### src/rtl/gbt_wdg_pkg.sv
// Shared types and helpers for the GBT link watchdog.
//   clk_rs_t     : clock/reset bundle (clk, synchronous active-high reset)
//   wdg_state_t  : per-channel watchdog FSM state
//   wdg_status_t : per-channel registered outputs handed to the top level
//   cnt_w()      : bit width for a counter running 0..n-1
package gbt_wdg_pkg;

    // Channels always carry a wide retry count internally. The top keeps
    // the low g_retry_w bits, so g_retry_w must not exceed this.
    localparam int WDG_RETRY_W_MAX = 32;

    typedef struct packed {
        logic clk;
        logic reset;
    } clk_rs_t;

    typedef enum logic [2:0] {
        ST_DISABLED,
        ST_WAIT_READY,
        ST_PULSE,
        ST_LINKED,
        ST_LOS,
        ST_FAILED
    } wdg_state_t;

    typedef struct packed {
        logic                       rst;
        logic                       linked;
        logic                       failed;
        logic [WDG_RETRY_W_MAX-1:0] retry_cnt;
    } wdg_status_t;

    // Width of a counter that holds 0..n-1 (at least one bit).
    function automatic int cnt_w(input int n);
        return (n > 1) ? $clog2(n) : 1;
    endfunction

endpackage

### src/rtl/gbt_wdg_channel.sv
// One link watchdog channel: FSM plus timeout, pulse and retry counters.
//   clk, reset    : system clock, synchronous active-high reset
//   tick_i        : shared timeout tick (one cycle wide)
//   ready_s_i     : synchronised link ready
//   los_s_i       : synchronised loss of signal
//   enable_i      : channel enable (level)
//   force_i       : request for an immediate reset pulse
//   status_o      : registered rst / linked / failed / retry count
module gbt_wdg_channel
    import gbt_wdg_pkg::*;
#(
    parameter int g_timeout_ticks = 2048,
    parameter int g_pulse_cycles  = 16,
    parameter int g_max_retries   = 7,
    parameter int g_retry_w       = 8
) (
    input  logic        clk,
    input  logic        reset,
    input  logic        tick_i,
    input  logic        ready_s_i,
    input  logic        los_s_i,
    input  logic        enable_i,
    input  logic        force_i,
    output wdg_status_t status_o
);

    localparam int TO_W = cnt_w(g_timeout_ticks);
    localparam int PC_W = cnt_w(g_pulse_cycles);

    localparam logic [TO_W-1:0]      TO_LAST   = TO_W'(g_timeout_ticks - 1);
    localparam logic [PC_W-1:0]      PC_LAST   = PC_W'(g_pulse_cycles - 1);
    localparam logic [g_retry_w-1:0] RETRY_SAT = '1;
    localparam logic [31:0]          RETRY_LIM = 32'(g_max_retries);

    wdg_state_t           state_q,   state_d;
    logic [TO_W-1:0]      timeout_q, timeout_d;
    logic [PC_W-1:0]      pulse_q,   pulse_d;
    logic [g_retry_w-1:0] retry_q,   retry_d;
    logic                 rst_q,     rst_d;
    logic                 linked_q,  linked_d;
    logic                 failed_q,  failed_d;

    always_comb begin
        state_d   = state_q;
        timeout_d = timeout_q;
        pulse_d   = pulse_q;
        retry_d   = retry_q;

        if (!enable_i) begin
            state_d   = ST_DISABLED;
            timeout_d = '0;
            pulse_d   = '0;
            retry_d   = '0;
        end else if (los_s_i) begin
            state_d = ST_LOS;
        end else if (force_i) begin
            // Also restarts a pulse already in progress.
            state_d = ST_PULSE;
            pulse_d = '0;
        end else begin
            case (state_q)
                ST_DISABLED: begin
                    state_d   = ST_WAIT_READY;
                    timeout_d = '0;
                end
                ST_WAIT_READY: begin
                    if (ready_s_i) begin
                        state_d = ST_LINKED;
                        retry_d = '0;
                    end else if (tick_i) begin
                        if (timeout_q == TO_LAST) begin
                            timeout_d = '0;
                            if ((g_max_retries != 0) && (32'(retry_q) == RETRY_LIM)) begin
                                state_d = ST_FAILED;
                            end else begin
                                state_d = ST_PULSE;
                                pulse_d = '0;
                                if (retry_q != RETRY_SAT) begin
                                    retry_d = retry_q + 1'b1;
                                end
                            end
                        end else begin
                            timeout_d = timeout_q + 1'b1;
                        end
                    end
                end
                ST_PULSE: begin
                    if (pulse_q == PC_LAST) begin
                        state_d   = ST_WAIT_READY;
                        timeout_d = '0;
                    end else begin
                        pulse_d = pulse_q + 1'b1;
                    end
                end
                ST_LINKED: begin
                    if (!ready_s_i) begin
                        state_d   = ST_WAIT_READY;
                        timeout_d = '0;
                    end
                end
                ST_LOS: begin
                    // Reached only once los_s has dropped.
                    state_d   = ST_WAIT_READY;
                    timeout_d = '0;
                end
                ST_FAILED: begin
                    if (ready_s_i) begin
                        state_d = ST_LINKED;
                        retry_d = '0;
                    end
                end
                default: begin
                    state_d = ST_DISABLED;
                end
            endcase
        end

        // Outputs are decoded from the next state so they appear on the same
        // edge the state register takes the transition.
        rst_d    = (state_d == ST_PULSE) || (state_d == ST_LOS);
        linked_d = (state_d == ST_LINKED);
        failed_d = (state_d == ST_FAILED);
    end

    always_ff @(posedge clk) begin
        if (reset) begin
            state_q   <= ST_DISABLED;
            timeout_q <= '0;
            pulse_q   <= '0;
            retry_q   <= '0;
            rst_q     <= 1'b0;
            linked_q  <= 1'b0;
            failed_q  <= 1'b0;
        end else begin
            state_q   <= state_d;
            timeout_q <= timeout_d;
            pulse_q   <= pulse_d;
            retry_q   <= retry_d;
            rst_q     <= rst_d;
            linked_q  <= linked_d;
            failed_q  <= failed_d;
        end
    end

    assign status_o = '{rst:       rst_q,
                        linked:    linked_q,
                        failed:    failed_q,
                        retry_cnt: WDG_RETRY_W_MAX'(retry_q)};

endmodule

### src/rtl/gbt_link_watchdog.sv
// Multi-channel link-loss watchdog and reset sequencer for GBT/MGT links.
//   ClkRs_ix      : clock and synchronous active-high reset
//   enable_i      : per-channel watchdog enable (level)
//   ready_i       : per-channel link ready, asynchronous
//   los_i         : per-channel loss of signal, asynchronous
//   force_reset_i : per-channel request for an immediate reset pulse
//   rst_o         : per-channel transceiver reset
//   failed_o      : per-channel retries exhausted
//   linked_o      : per-channel link up
//   retry_cnt_o   : per-channel pulses issued since last link-up
//   tick_o        : shared timeout tick
module gbt_link_watchdog
    import gbt_wdg_pkg::*;
#(
    parameter int g_channels      = 4,
    parameter int g_tick_div      = 120000,
    parameter int g_timeout_ticks = 2048,
    parameter int g_pulse_cycles  = 16,
    parameter int g_max_retries   = 7,
    parameter int g_retry_w       = 8
) (
    input  clk_rs_t                              ClkRs_ix,
    input  logic [g_channels-1:0]                enable_i,
    input  logic [g_channels-1:0]                ready_i,
    input  logic [g_channels-1:0]                los_i,
    input  logic [g_channels-1:0]                force_reset_i,
    output logic [g_channels-1:0]                rst_o,
    output logic [g_channels-1:0]                failed_o,
    output logic [g_channels-1:0]                linked_o,
    output logic [g_channels-1:0][g_retry_w-1:0] retry_cnt_o,
    output logic                                 tick_o
);

    localparam int              TICK_W    = cnt_w(g_tick_div);
    localparam logic [TICK_W-1:0] TICK_LAST = TICK_W'(g_tick_div - 1);

    logic clk;
    logic reset;
    assign clk   = ClkRs_ix.clk;
    assign reset = ClkRs_ix.reset;

    logic [g_channels-1:0] ready_meta_q, ready_meta_d;
    logic [g_channels-1:0] ready_s_q,    ready_s_d;
    logic [g_channels-1:0] los_meta_q,   los_meta_d;
    logic [g_channels-1:0] los_s_q,      los_s_d;
    logic [TICK_W-1:0]     tick_cnt_q,   tick_cnt_d;
    logic                  tick;

    always_comb begin
        ready_meta_d = ready_i;
        ready_s_d    = ready_meta_q;
        los_meta_d   = los_i;
        los_s_d      = los_meta_q;
        tick         = (tick_cnt_q == TICK_LAST);
        tick_cnt_d   = tick ? '0 : tick_cnt_q + 1'b1;
    end

    always_ff @(posedge clk) begin
        if (reset) begin
            ready_meta_q <= '0;
            ready_s_q    <= '0;
            los_meta_q   <= '0;
            los_s_q      <= '0;
            tick_cnt_q   <= '0;
        end else begin
            ready_meta_q <= ready_meta_d;
            ready_s_q    <= ready_s_d;
            los_meta_q   <= los_meta_d;
            los_s_q      <= los_s_d;
            tick_cnt_q   <= tick_cnt_d;
        end
    end

    assign tick_o = tick;

    wdg_status_t status [g_channels];

    for (genvar i = 0; i < g_channels; i++) begin : g_ch
        gbt_wdg_channel #(
            .g_timeout_ticks (g_timeout_ticks),
            .g_pulse_cycles  (g_pulse_cycles),
            .g_max_retries   (g_max_retries),
            .g_retry_w       (g_retry_w)
        ) u_channel (
            .clk       (clk),
            .reset     (reset),
            .tick_i    (tick),
            .ready_s_i (ready_s_q[i]),
            .los_s_i   (los_s_q[i]),
            .enable_i  (enable_i[i]),
            .force_i   (force_reset_i[i]),
            .status_o  (status[i])
        );

        assign rst_o[i]       = status[i].rst;
        assign linked_o[i]    = status[i].linked;
        assign failed_o[i]    = status[i].failed;
        assign retry_cnt_o[i] = status[i].retry_cnt[g_retry_w-1:0];

        // Upper bits are zero-extension from the channel and carry nothing.
        if (g_retry_w < WDG_RETRY_W_MAX) begin : g_hi
            logic unused_retry_hi;
            assign unused_retry_hi = |status[i].retry_cnt[WDG_RETRY_W_MAX-1:g_retry_w];
        end
    end

endmodule
### config.mk
export PLATFORM = sky130hd
export DESIGN_NAME = gbt_link_watchdog
export DESIGN_NICKNAME = d
export VERILOG_FILES = /design/src/rtl/gbt_wdg_pkg.sv /design/src/rtl/gbt_wdg_channel.sv /design/src/rtl/gbt_link_watchdog.sv
export SDC_FILE = /design/constraint.sdc
export NUM_CORES = 1
export LEC_CHECK = 0
export ABC_AREA = 0
export CAP_MARGIN = 20
export CORE_MARGIN = 2
export CORE_UTILIZATION = 54
export DETAILED_ROUTE_END_ITERATION = 12
export PLACE_DENSITY = 0.82
export SLEW_MARGIN = 15
export SYNTH_ARGS = -nofsm -noshare
export SYNTH_HDL_FRONTEND = slang
export SYNTH_HIERARCHICAL = 1
export SYNTH_SLANG_ARGS = --single-unit
### constraint.sdc
create_clock -name ClkRs_ix -period 2.55 [get_ports ClkRs_ix]
set_input_delay 0.255 -clock ClkRs_ix [delete_from_list [all_inputs] [get_ports ClkRs_ix]]
set_output_delay 0.255 -clock ClkRs_ix [all_outputs]
set_load 0.01 [all_outputs]
==> results of run 1 <==
repair_timing:
action / in CTS
gates resized for setup: 54
pin swaps: 27
setup endpoints to repair: 102
setup buffers: 24
per-layer routing:
layer	GRT overflow	global-route usage, %
met3	65500	3090
met2	22	81.0
met5	1	13.5
met4	175	99.6
met1	0	63.9
per-stage QoR:
step	worst slack, ps	setup TNS [ps]	hold slack, ps	cells	cell area, sq um
2_1_floorplan	15.8	0	71.6	885	7700
3_3_place_gp	59.3	0	71.6	1116	8480
3_5_place_dp	-1.72	-1.72	71.6	1116	8480
4_1_cts	-66.6	-128	34.8	1325	12700
==> metrics, run 1 <==
run status stopped before the end; Halt Stage global routing; Halt Reason [ERROR GRT-0232] Routing congestion too high. Check the congestion heatmap in the GUI.; chip height 123 um; Worst EP Category register input; cts-stage hold buffer count 0; Avg Cell Area, Syn 8.70 sq um; IO Port Bufs 61; GP Congestion 0.879; floorplan row count 43; Total Routing Usage GR 712%; GRT overflow 65700; syn nets 916; Initial Util 55.5%; Synth Cell Area 7700 sq um; die width 123 um; largest net degree at the start of global routing 17; Ports 63; Synth Instances 885; Detail Placement HPWL 11.6 mm; worst_ep grt g_ch[2].u_channel/retry_q[4]$_SDFFE_PP0P_/D; Syn. warnings 6
==> run 2: changes to the inputs <==
--- a/config.mk
+++ b/config.mk
@@ -8,9 +8,9 @@
 export ABC_AREA = 0
 export CAP_MARGIN = 20
 export CORE_MARGIN = 2
-export CORE_UTILIZATION = 54
+export CORE_UTILIZATION = 40
 export DETAILED_ROUTE_END_ITERATION = 12
-export PLACE_DENSITY = 0.82
+export PLACE_DENSITY_LB_ADDON = 0.15
 export SLEW_MARGIN = 15
 export SYNTH_ARGS = -nofsm -noshare
 export SYNTH_HDL_FRONTEND = slang
==> constraint.sdc (replaced) <==
create_clock -name ClkRs_ix -period 3.31 [get_ports ClkRs_ix]
set_input_delay 0.331 -clock ClkRs_ix [delete_from_list [all_inputs] [get_ports ClkRs_ix]]
set_output_delay 0.331 -clock ClkRs_ix [all_outputs]
set_load 0.01 [all_outputs]
==> run 2 against run 1 <==
  * The flow now finishes, with violations (DRC, hold timing)
  * Synthesized cell count is the same
  * Synthesized area is the same
==> metrics, run 2 <==
run status finished, violations left; failing checks DRC, hold timing; synth-to-layout area growth 62.1%; Synth Instances 885; GRT overflow 0; Core Box Area 18800 sq um; DRT met1 WL 9.29 mm; die width 143 um; drt pass-1 iters 10; fin crit period 3160 ps; WHS -40.2 ps; Slowest-stage cell, CP or3b_1; Largest register FFs 44; # fillers 1396; ANT nets after route 0; IO Port Bufs 61; CP most frequent cell clkbuf_16; initial antenna violation count 0; Slew HR 52.7%; Layout Nets 1095; WL per Instance 16.8 um; diode count 0; drt total wl 22.7 mm; chip height 143 um; CP Cell Sequence clkbuf_16, clkbuf_16, nand2b_1, clkbuf_16, clkbuf_16, nor2_1, o2111ai_2, clkbuf_16, clkbuf_16, or3b_1, nand2_1; Worst Max-Slew Pin Slew 704 ps; GP Congestion 0.795; Final Skew 13.3 ps; Slowest Stage Delay on Critical Path 360 ps; final setup violation count 0; Worst IR Drop VDD 0.000429 V; total number of vias 7794; Detail Placement HPWL 12.1 mm; first-pass GRT wire length 37.5 mm; clock latency on the worst-skew pair 420 ps; met3 wire length 2.23 mm; Max FO, Critical Path 10; vias per inst 5.78; Pwr per Cell Area 796 nW/um^2; crit path launch type clock port; floorplan row count 50; power consumption 9.94 mW; Slew Limit Fails 0; CTS tree yes; HP Class clock port to register; Fmax 0.318 GHz; Crit. End Element register; Syn. warnings 6; largest net degree at the start of global routing 17; Total Routing Usage GR 25.8%; share of cells above drive strength 1 20.9%; Crit Path Class clock port to register; Avg Cell Area, Syn 8.70 sq um; DR iter-0 viols 724; Top Registers g_ch.u_channel/timeout_q (44), g_ch.u_channel/retry_q (32), tick_cnt_q (17); clk slew on worst S/H paths 70 ps; most frequent cells in the layout dfxtp_1 (149), clkbuf_16 (139), nor2_1 (102), nand2_1 (65), clkdlybuf4s50_1 (61); DIE AREA 20400 sq um; RSZ-0062 raised after global routing no; Worst EP required 3670 ps; Data arrival, critical path 3520 ps; vias in the first global route 9566; DRC violations left 2; most common cell after layout, fill and taps aside dfxtp_1; syn nets 916; flop2flop setup slack 170 ps; DR top layer met4; met2 wire length 10.4 mm; Leak 4.94 nW; Final Cycle Share 95.5%; Initial Util 41.0%; max-capacitance violation count 0; Top reg by flops g_ch.u_channel/timeout_q; Synth Cell Area 7700 sq um; Ports 63; Fin. Hold Viols 22; Setup TNS Final 0 ps
## run 2: where the power goes
part | leakage (nW) | total (mW) | internal [mW] | switching (mW)
sequential | 1.21 | 2.27 | 1.99 | 0.282
combinational | 1.19 | 0.983 | 0.375 | 0.609
clock | 2.53 | 6.68 | 4.63 | 2.05
total | 4.94 | 9.94 | 7.00 | 2.94
## run 2: final timing paths
kind | start | to | depth (start not counted)
min reg2reg | los_meta_q[3] | los_s_q[3] | 1
max reg2reg | tick_cnt_q[0] | g_ch[0].u_channel/retry_q[5] | 12
min | ClkRs_ix[0] | g_ch[2].u_channel/state_q[1] | 3
max | ClkRs_ix[0] | g_ch[2].u_channel/retry_q[4] | 11
## run 2: final cells by class
class | instances | area [sq um] | area share, %
multi-input combinational | 694 | 4490 | 36.0
clock buffer | 164 | 3590 | 28.8
sequential | 149 | 2980 | 23.9
timing repair buffer | 67 | 681 | 5.45
clock inverter | 31 | 407 | 3.26
tap | 234 | 293 | 2.35
inverter | 10 | 37.5 | 0.301
## run 2: worst max-delay path: cells and delay by family
kind / cells / cell delay (ps)
AOI/OAI and AO/OA: 1 / 170
buffers and inverters: 6 / 960
and+or+nand+nor: 4 / 730
## run 2: timing repair
item,in CTS,in global routing
pin swaps,0,1
resized for setup,1,3
setup buffers,0,4
hold buffers,0,0
endpoints found under the setup margin,11,12
endpoints found under the hold margin,0,0
## run 2: layer usage
layer	GRT usage, %	up-vias
li1	-	3649
met1	20.8	3597
met2	27.3	432
met3	26.4	116
met4	39.4	0
met5	1.00	-
## run 2: per-stage QoR
step           hold WS [ps]  utilization (%)  std cells  worst slack (ps)  instance area [sq um]
2_1_floorplan          71.6                -        885               538                   7700
6_report              -40.2             66.5       1349               150                  12500
3_3_place_gp           71.6             44.9       1153               324                   8420
4_1_cts               -44.7             66.1       1345              2.72                  12400
3_5_place_dp           71.6             44.9       1153               264                   8420
5_1_grt               -44.3             66.5       1349              7.41                  12500
Power figures use the tool's default switching activity.
